`config.mk`:
```
export PLATFORM = sky130hd
export DESIGN_NAME = mtx_mul_seq
export DESIGN_NICKNAME = d
export VERILOG_FILES = /design/src/rtl/mtx_pkg.sv /design/src/rtl/loop_cnt.sv /design/src/rtl/mtx_mul_seq.sv
export SDC_FILE = /design/constraint.sdc
export NUM_CORES = 1
export LEC_CHECK = 0
export ABC_AREA = 1
export CAP_MARGIN = 20
export CORE_MARGIN = 3
export CORE_UTILIZATION = 40
export DETAILED_ROUTE_END_ITERATION = 6
export SYNTH_ARGS = -nofsm -noshare
export SYNTH_HDL_FRONTEND = slang
export SYNTH_HIERARCHICAL = 1
export SYNTH_SLANG_ARGS = --single-unit
```
`constraint.sdc`:
```
create_clock -name CLK -period 2.6 [get_ports CLK]
set_input_delay 0.39 -clock CLK [delete_from_list [all_inputs] [get_ports CLK]]
set_output_delay 0.39 -clock CLK [all_outputs]
set_load 0.02 [all_outputs]
```
`src/rtl/mtx_pkg.sv`:
```
// Shared types and constants for the matrix-multiply loop sequencer.
// The tag widths follow DIM_LOG2_DEF; keep the sequencer's DIM_LOG2 equal to it.
package mtx_pkg;

    localparam int DIM_LOG2_DEF = 3;
    localparam int IDX_W        = DIM_LOG2_DEF;
    localparam int DIM          = 1 << DIM_LOG2_DEF;
    localparam int ADDR_W       = 2 * IDX_W;

    typedef enum logic [1:0] {
        ST_IDLE,
        ST_RUN,
        ST_DRAIN,
        ST_DONE
    } state_t;

    // One operand read in flight towards the MAC.
    typedef struct packed {
        logic             vld;
        logic             first;
        logic             last;
        logic [IDX_W-1:0] i;
        logic [IDX_W-1:0] j;
    } tag_t;

    // One finished dot product in flight towards C write-back.
    typedef struct packed {
        logic              vld;
        logic [ADDR_W-1:0] c_addr;
    } wr_tag_t;

endpackage

```
`src/rtl/loop_cnt.sv`:
```
// Mod-2^W loop counter with carry in/out for cascading into a loop nest.
// Zero latency carry-out; advances only when CE and C_IN are both high.
module loop_cnt #(
    parameter int W = 3
) (
    input  logic         CLK,
    input  logic         CE,
    input  logic         CLR,
    input  logic         C_IN,
    output logic         C_OUT,
    output logic [W-1:0] Q
);

    always_ff @(posedge CLK) begin
        if (CLR) begin
            Q <= '0;
        end else if (CE && C_IN) begin
            Q <= Q + W'(1);
        end
    end

    assign C_OUT = C_IN & (&Q);

endmodule

```
`src/rtl/mtx_mul_seq.sv`:
```
// i/j/k loop sequencer: operand reads, MAC clear/enable/last, C write strobes.
// RD_EN one cycle after a RUN cycle; HOLD stalls issue, in-flight tags keep draining.
module mtx_mul_seq
    import mtx_pkg::*;
#(
    parameter int DIM_LOG2 = DIM_LOG2_DEF,
    parameter int RD_LAT   = 1,
    parameter int MAC_LAT  = 2
) (
    input  logic                  CLK,
    input  logic                  RST,
    input  logic                  START,
    input  logic                  ABORT,
    input  logic                  HOLD,
    output logic                  BUSY,
    output logic                  DONE,
    output logic                  RD_EN,
    output logic [2*DIM_LOG2-1:0] A_ADDR,
    output logic [2*DIM_LOG2-1:0] B_ADDR,
    output logic                  MAC_EN,
    output logic                  MAC_CLR,
    output logic                  MAC_LAST,
    output logic                  WR_EN,
    output logic [2*DIM_LOG2-1:0] C_ADDR
);

    state_t           state;
    logic [IDX_W-1:0] i_q, j_q, k_q;
    logic             k_co, j_co, i_co;
    logic             kill, issue, pending;
    tag_t             issue_tag;
    tag_t             mac_line [RD_LAT];
    wr_tag_t          wr_line  [MAC_LAT];

    // RST and an ABORT while active both flush everything back to IDLE.
    assign kill  = RST | (ABORT & ((state == ST_RUN) | (state == ST_DRAIN)));
    assign issue = (state == ST_RUN) & ~HOLD;

    loop_cnt #(.W(IDX_W)) u_k (
        .CLK(CLK), .CE(issue), .CLR(kill), .C_IN(1'b1), .C_OUT(k_co), .Q(k_q)
    );
    loop_cnt #(.W(IDX_W)) u_j (
        .CLK(CLK), .CE(issue), .CLR(kill), .C_IN(k_co), .C_OUT(j_co), .Q(j_q)
    );
    loop_cnt #(.W(IDX_W)) u_i (
        .CLK(CLK), .CE(issue), .CLR(kill), .C_IN(j_co), .C_OUT(i_co), .Q(i_q)
    );

    // The last write stage is already on the outputs, so it does not hold off DONE.
    always_comb begin
        pending = issue_tag.vld;
        for (int s = 0; s < RD_LAT; s++) begin
            pending = pending | mac_line[s].vld;
        end
        for (int s = 0; s < MAC_LAT - 1; s++) begin
            pending = pending | wr_line[s].vld;
        end
    end

    always_ff @(posedge CLK) begin
        if (kill) begin
            state     <= ST_IDLE;
            BUSY      <= 1'b0;
            DONE      <= 1'b0;
            RD_EN     <= 1'b0;
            A_ADDR    <= '0;
            B_ADDR    <= '0;
            issue_tag <= '0;
            for (int s = 0; s < RD_LAT; s++) begin
                mac_line[s] <= '0;
            end
            for (int s = 0; s < MAC_LAT; s++) begin
                wr_line[s] <= '0;
            end
        end else begin
            RD_EN     <= issue;
            DONE      <= 1'b0;
            issue_tag <= '0;
            if (issue) begin
                A_ADDR          <= {i_q, k_q};
                B_ADDR          <= {k_q, j_q};
                issue_tag.vld   <= 1'b1;
                issue_tag.first <= (k_q == '0);
                issue_tag.last  <= (k_q == IDX_W'(DIM - 1));
                issue_tag.i     <= i_q;
                issue_tag.j     <= j_q;
            end

            mac_line[0] <= issue_tag;
            for (int s = 1; s < RD_LAT; s++) begin
                mac_line[s] <= mac_line[s-1];
            end

            wr_line[0].vld    <= mac_line[RD_LAT-1].vld & mac_line[RD_LAT-1].last;
            wr_line[0].c_addr <= {mac_line[RD_LAT-1].i, mac_line[RD_LAT-1].j};
            for (int s = 1; s < MAC_LAT; s++) begin
                wr_line[s] <= wr_line[s-1];
            end

            case (state)
                ST_IDLE: begin
                    if (START && !ABORT) begin
                        state <= ST_RUN;
                        BUSY  <= 1'b1;
                    end
                end
                ST_RUN: begin
                    if (issue && i_co) begin
                        state <= ST_DRAIN;
                    end
                end
                ST_DRAIN: begin
                    if (!pending) begin
                        state <= ST_DONE;
                        DONE  <= 1'b1;
                    end
                end
                default: begin
                    state <= ST_IDLE;
                    BUSY  <= 1'b0;
                end
            endcase
        end
    end

    assign MAC_EN   = mac_line[RD_LAT-1].vld;
    assign MAC_CLR  = mac_line[RD_LAT-1].first;
    assign MAC_LAST = mac_line[RD_LAT-1].last;
    assign WR_EN    = wr_line[MAC_LAT-1].vld;
    assign C_ADDR   = wr_line[MAC_LAT-1].c_addr;

endmodule

```
==> impl_metrics.toml, run 1 <==
[yosys]
combinational_family_with_the_most_area_after_synthesis = "simple AND/OR/NAND/NOR gates"
ys_ff_latch = 54
synth_cell_type_count = 23
seq_area_frac_synth = 0.521
edff_count_synth = 0
fraction_of_the_mapped_netlist_area_in_compound_gates = 0.0640
yosysWarningCount = 6
synth-simple-area-share = 0.183
post_synth_mux_area_share = 0
post_synth_instance_area_um2 = 2070
yosys_top_cell_area_share = 0.521
synthArstFlopShare = 0
post_synth_inst_count = 250
synth_top_cells_by_area = "dfxtp_1 (52%), inv_1 (11%), nor2_1 (9.1%), ha_1 (6.6%), nand2_1 (4.9%)"
most_frequent_cell_after_synthesis = "inv_1"
yosys.area.top_type = "dfxtp_1"
ys.flop_type = "dfxtp_1"
post_synth.cell_area_avg_um2 = 8.29
post_synth_most_frequent_cells = "inv_1 (59), dfxtp_1 (54), nor2_1 (50), nand2_1 (27), ha_1 (11)"
synthXorXnorAreaFrac = 0
adder_cell_share_of_the_synthesized_area = 0.0664

[sta]
final_hold_violation_count = 0
finalClockSkew_ps = 4.10
fin_crit_ps = 1760
tns_ps = 0
timing.fmax_mhz = 568
timing.final.crit_share = 0.677
setup-violations-final = 0
report.final.slew_viol_count = 0
unrepaired_setup_endpoints_after_global_routing = "false"

[worst_setup_path]
crit_path_capture_type = "flop"
timing_worst_setup_path_type = "flop to flop"
cp.arrival_ps = 2010
cp_common_cell = "nand2_1"
path_buf_inv = 4
setup.worst_path.start_class = "flop"
cp_slowest_stage_delay_ps = 430
worst-endpoint-required_ps = 2850
worst_path_dominant_cell_family = "simple AND/OR/NAND/NOR gates"
critical_path.slowest_cell = "dfxtp_1"
cp_cell_sequence = "ha_1, ha_1, nand2_1, inv_1, nand2_1, inv_1, nand2_1, inv_1, nand3_1, nand2_1, nand3_1, nand2_1, inv_1, nor2_1"
crit_fanout = 5

[finish]
insertedDiodeCount = 0
register_area_um2 = 1080
flow.area_growth_from_synthesis_pct = 18.5
layout-drive-gt1-share = 0.0791
nets = 293
multi_input_comb_area_um2 = 666
filler_cell_count = 486
final_core_util = 0.503

[drt]
antenna_violating_nets_post_route = 0
route.final.wire_length_um = 3180
wl_per_cell_um = 9.23
vias_after_detailed_routing = 1408
post_drt_via_cell_ratio = 4.08
detail_route.iter0.violations = 47
detail_route.drc_violations = 0
drt-pass1-iter-count = 4

[clock_tree]
path_clk_slew_ps = 100
post_cts_resize_count = 0
post_cts_setup_inserts = 0
cts_htree_levels = 2
cts_hold_buffers = 0
root_buffer = "clkbuf_8"
tritoncts.num_buffers = 5
clk_path_buf_depth = 2
cts_tree = "built"
clk-insertion-delay-late_ps = 300
clock-sinks = 54

[min_path]
hold_path_class = "flop to flop"

[global_route]
global_route.overflow_total = 0
first_global_vias = 1328
grt_start_max_net_pins = 28
global_route.usage.total = 0.115
antenna_found_initial = 0
first_pass_grt_wire_length_um = 5600

[power_and_ir_drop]
peakVddDrop_uv = 334
p_leak_nw = 1.04
p_total_mw = 1.68
power.density_nw_per_um2 = 686

[placement]
place_hpwl_um = 2250
portBuffers = 29
globalplace.congestion = 0.747

[run]
timing.max_cap.violations = 0

[die]
design.die.area_um2 = 6080
fp.coreArea_um2 = 4880
initial_util = 0.425
dieHeight_um = 78.0
die_width_um = 78.0
ios = 30
placementRows = 25

[status]
result_of_the_run = "complete, no violations"
-- stage by stage --
| stage | cell area, um^2 | cells | hold slack, ps | worst slack, ps |
|---|---|---|---|---|
| detailed placement | 2360 | 337 | 399 | 762 |
| global placement | 2360 | 337 | 396 | 793 |
| floorplan | 2080 | 253 | 394 | 1100 |
| global route | 2460 | 345 | 424 | 587 |
| CTS | 2460 | 345 | 415 | 841 |
| finish | 2460 | 345 | 412 | 839 |
-- path summary, 6_finish.rpt --
kind                        end  slack [ps]  depth (start not counted)           from
setup reg to reg       state[0]         840                         14       u_k/Q[0]
hold / removal    wr_line[0][7]         410                          2  wr_line[0][0]
hold reg to reg   wr_line[0][7]         410                          2  wr_line[0][0]
setup / recovery       state[0]         840                         14       u_k/Q[0]
-- sequential cells by signal, indices dropped and copies added (netlist names) --
| name | cells |
|---|---|
| u_i/Q | 3 |
| DONE | 1 |
| BUSY | 1 |
| wr_line | 14 |
| u_j/Q | 3 |
| mac_line | 9 |
| issue_tag | 8 |
| B_ADDR | 3 |
| RD_EN | 1 |
| A_ADDR | 6 |
| state | 2 |
| u_k/Q | 3 |
-- power breakdown --
group	total (mW)	switching (mW)	internal [mW]
Clock	0.497	0.277	0.220
Sequential	0.881	0.0232	0.858
Combinational	0.307	0.199	0.107
-- kinds of logic after synthesis --
logic type	after synthesis
fa+ha+maj	11
other cells	1
compound gates	17
flops	54
simple gates	92
buf+inv	75
-- cells in the final DEF, fill, tap and decap left out, types with 2 or more instances in the layout --
master           instances
inv_1                   59
dfxtp_1                 54
nor2_1                  50
clkdlybuf4s50_1         29
nand2_1                 27
ha_1                    11
o22ai_1                  6
clkbuf_8                 6
nand3_1                  5
inv_2                    4
conb_1                   4
o22ai_2                  3
nand2_2                  3
a21oi_1                  3
o21ai_0                  2
nand4_1                  2
nor4_1                   2
-- routing by layer --
metal,wire (um),up-vias,GRT usage
met4,68,0,0.0577
met5,0,-,0
li1,-,775,-
met3,101,8,0.0278
met1,1620,607,0.138
met2,1390,18,0.192
-- worst min-delay path, cell delays in order, from the launching register on --
cell and delay (ps):
dfxtp_1 310, inv_1 40, nor2_1 30
-- layout make-up --
| cell class | count | share of cell area |
|---|---|---|
| clock inverter | 2 | 0.00662 |
| multi-input combinational | 124 | 0.271 |
| sequential | 54 | 0.440 |
| tap | 67 | 0.0341 |
| timing repair buffer | 29 | 0.118 |
| inverter | 63 | 0.0963 |
| clock buffer | 6 | 0.0336 |
(Power assumes the default switching activity.)
==> inputs of run 2 (changes only) <==
clock period = 1.5 ns   (was 2.6 ns; I/O delays follow)
==> run 2 against run 1 <==
Against the previous run:
- routed wire length rose by 14%
- worst setup slack got worse by 780 ps
- clock skew is 1.9 ps higher
- die area did not move
- global-route usage increased by 1.1 points
- non-clock buffer count grew 19
- cell count up 5.2%
- register-to-register slack lost 760 ps
- via count is 6.0% higher
- sequential share of layout area is 5.0 points lower
==> impl_metrics.toml, run 2 (synthesis results as in run 1) <==
[sta]
fin_crit_ps = 1440
report.final.slew_viol_count = 0
unrepaired_setup_endpoints_after_global_routing = "true"
tns_ps = 0
setup-violations-final = 0
timing.fmax_mhz = 695
finalClockSkew_ps = 6.05
timing.final.crit_share = 0.959
final_hold_violation_count = 0
final_critical_path_setup_slack_ps = 60.8

[placement]
place_hpwl_um = 2390
worst_slack_at_placement_ps = -46.4
place_area_um2 = 2490
portBuffers = 29
globalplace.congestion = 0.754
placed_cells = 352

[drt]
route.final.wire_length_um = 3640
detailed_routing_wirelength_on_met1_um = 1740
wl_per_cell_um = 10.0
top_signal_layer_used = "met4"
drt-pass1-iter-count = 4
detail_route.iter0.violations = 47
detail_route.drc_violations = 0
wl_met2_um = 1700
detail_route_met3_wl_um = 155
vias_after_detailed_routing = 1493
antenna_violating_nets_post_route = 0
post_drt_via_cell_ratio = 4.11

[finish]
layout-drive-gt1-share = 0.213
final_instance_area_um2 = 2790
finalNonFillerCells = 363
layout.cells.most_common = "inv_1"
top_regs = "wr_line: 14 flops, mac_line: 9 flops, issue_tag: 8 flops"
filler_cell_count = 475
mostFrequentLayoutCells = "inv_1 (53), nor2_1 (50), dfxtp_1 (48)"
insertedDiodeCount = 0
number_of_flip_flops_in_the_largest_register = 14
nets = 312
top_register = "wr_line"
flow.area_growth_from_synthesis_pct = 34.6

[global_route]
antenna_found_initial = 0
global_route.usage.total = 0.127
first_global_vias = 1408
grt_start_max_net_pins = 22
first_pass_grt_wire_length_um = 6000
global_route.overflow_total = 0

[clock_tree]
path_clk_slew_ps = 90
cts_htree_levels = 2
tritoncts.num_buffers = 5
root_buffer = "clkbuf_8"
cts_hold_buffers = 0
clock-sinks = 54
clk-insertion-delay-late_ps = 310
cts_tree = "built"
clk_path_buf_depth = 2

[power_and_ir_drop]
power.density_nw_per_um2 = 1200
p_leak_nw = 1.43
peakVddDrop_uv = 611

[die]
die_width_um = 78.0
placementRows = 25
initial_util = 0.425
dieHeight_um = 78.0
ios = 30
fp.coreArea_um2 = 4880
design.die.area_um2 = 6080

[worst_setup_path]
timing_worst_setup_path_type = "flop to primary output"
cp_cell_sequence = "clkdlybuf4s50_1"
regToRegSetupSlack_ps = 80
cp.arrival_ps = 1210
crit_path_capture_type = "primary output"
setup.worst_path.start_class = "flop"
worst_path_dominant_cell_family = "buffers and inverters"
crit_fanout = 1
worst-endpoint-required_ps = 1270
critical_path.slowest_cell = "clkdlybuf4s50_1"
path_buf_inv = 1
cp_slowest_stage_delay_ps = 590

[min_path]
hold_path_class = "flop to flop"

[run]
timing.max_cap.violations = 0

[status]
result_of_the_run = "complete, no violations"
run 2: cell count changes in the layout (fill, tap and decap cells not counted), moves of 4 or more:
cell / previous run / this run
ha_1: 11 / 7
inv_1: 59 / 53
dfxtp_1: 54 / 48
dfxtp_2: 0 / 6
inv_2: 4 / 8
dlymetal6s2s_1: 0 / 12
clkdlybuf4s50_1: 29 / 9
nand2_1: 27 / 23
dlygate4sd2_1: 0 / 8
buf_4: 0 / 13
ha_4: 0 / 4
run 2: final timing paths:
path	from	end	cells after the start
worst max-delay path	wr_line[0][12]	C_ADDR[5]	1
worst min-delay path	mac_line[0][5]	wr_line[0][5]	2
worst max register to register	state[1]	mac_line[0][6]	7
worst min register to register	mac_line[0][5]	wr_line[0][5]	2
run 2: stage by stage:
step	utilization	power, mW	hold slack, ps
floorplan	-	1.97	384
global placement	0.511	2.24	395
detailed placement	0.511	2.24	398
CTS	0.538	3.24	412
global route	0.572	3.53	421
finish	0.572	3.34	405
run 2: where the power goes:
group | switching, mW | internal, mW | leakage (nW)
Clock | 0.460 | 0.491 | 0.0542
Sequential | 0.0390 | 1.49 | 0.438
Combinational | 0.454 | 0.402 | 0.942
run 2: layer usage:
layer  vias to the layer above  track usage
met5                         -            0
met4                         0       0.0367
met3                         5       0.0522
met2                        21        0.211
met1                       654        0.148
li1                        813            -
run 2: area by class of cell:
class	instances	area [um^2]	area share
Inverter	63	241	0.0865
Clock inverter	2	38.8	0.0139
Sequential cell	54	1090	0.390
Multi-Input combinational cell	124	759	0.272
Clock buffer	5	68.8	0.0247
Timing Repair Buffer	48	509	0.183
Tap cell	67	83.8	0.0300
run 2: what timing repair did:
item                                    in CTS  in global routing
endpoints found under the setup margin      17                 35
setup buffers                                1                  1
resized for setup                           13                 39
pin swaps                                    1                 13
cloned                                       0                  2
==> inputs of run 3 (changes only) <==
ABC_CLOCK_PERIOD_IN_PS = 1500   (was default)
==> results of run 3 <==
No change in the layout: final DEF, timing and power equal those of run 2.
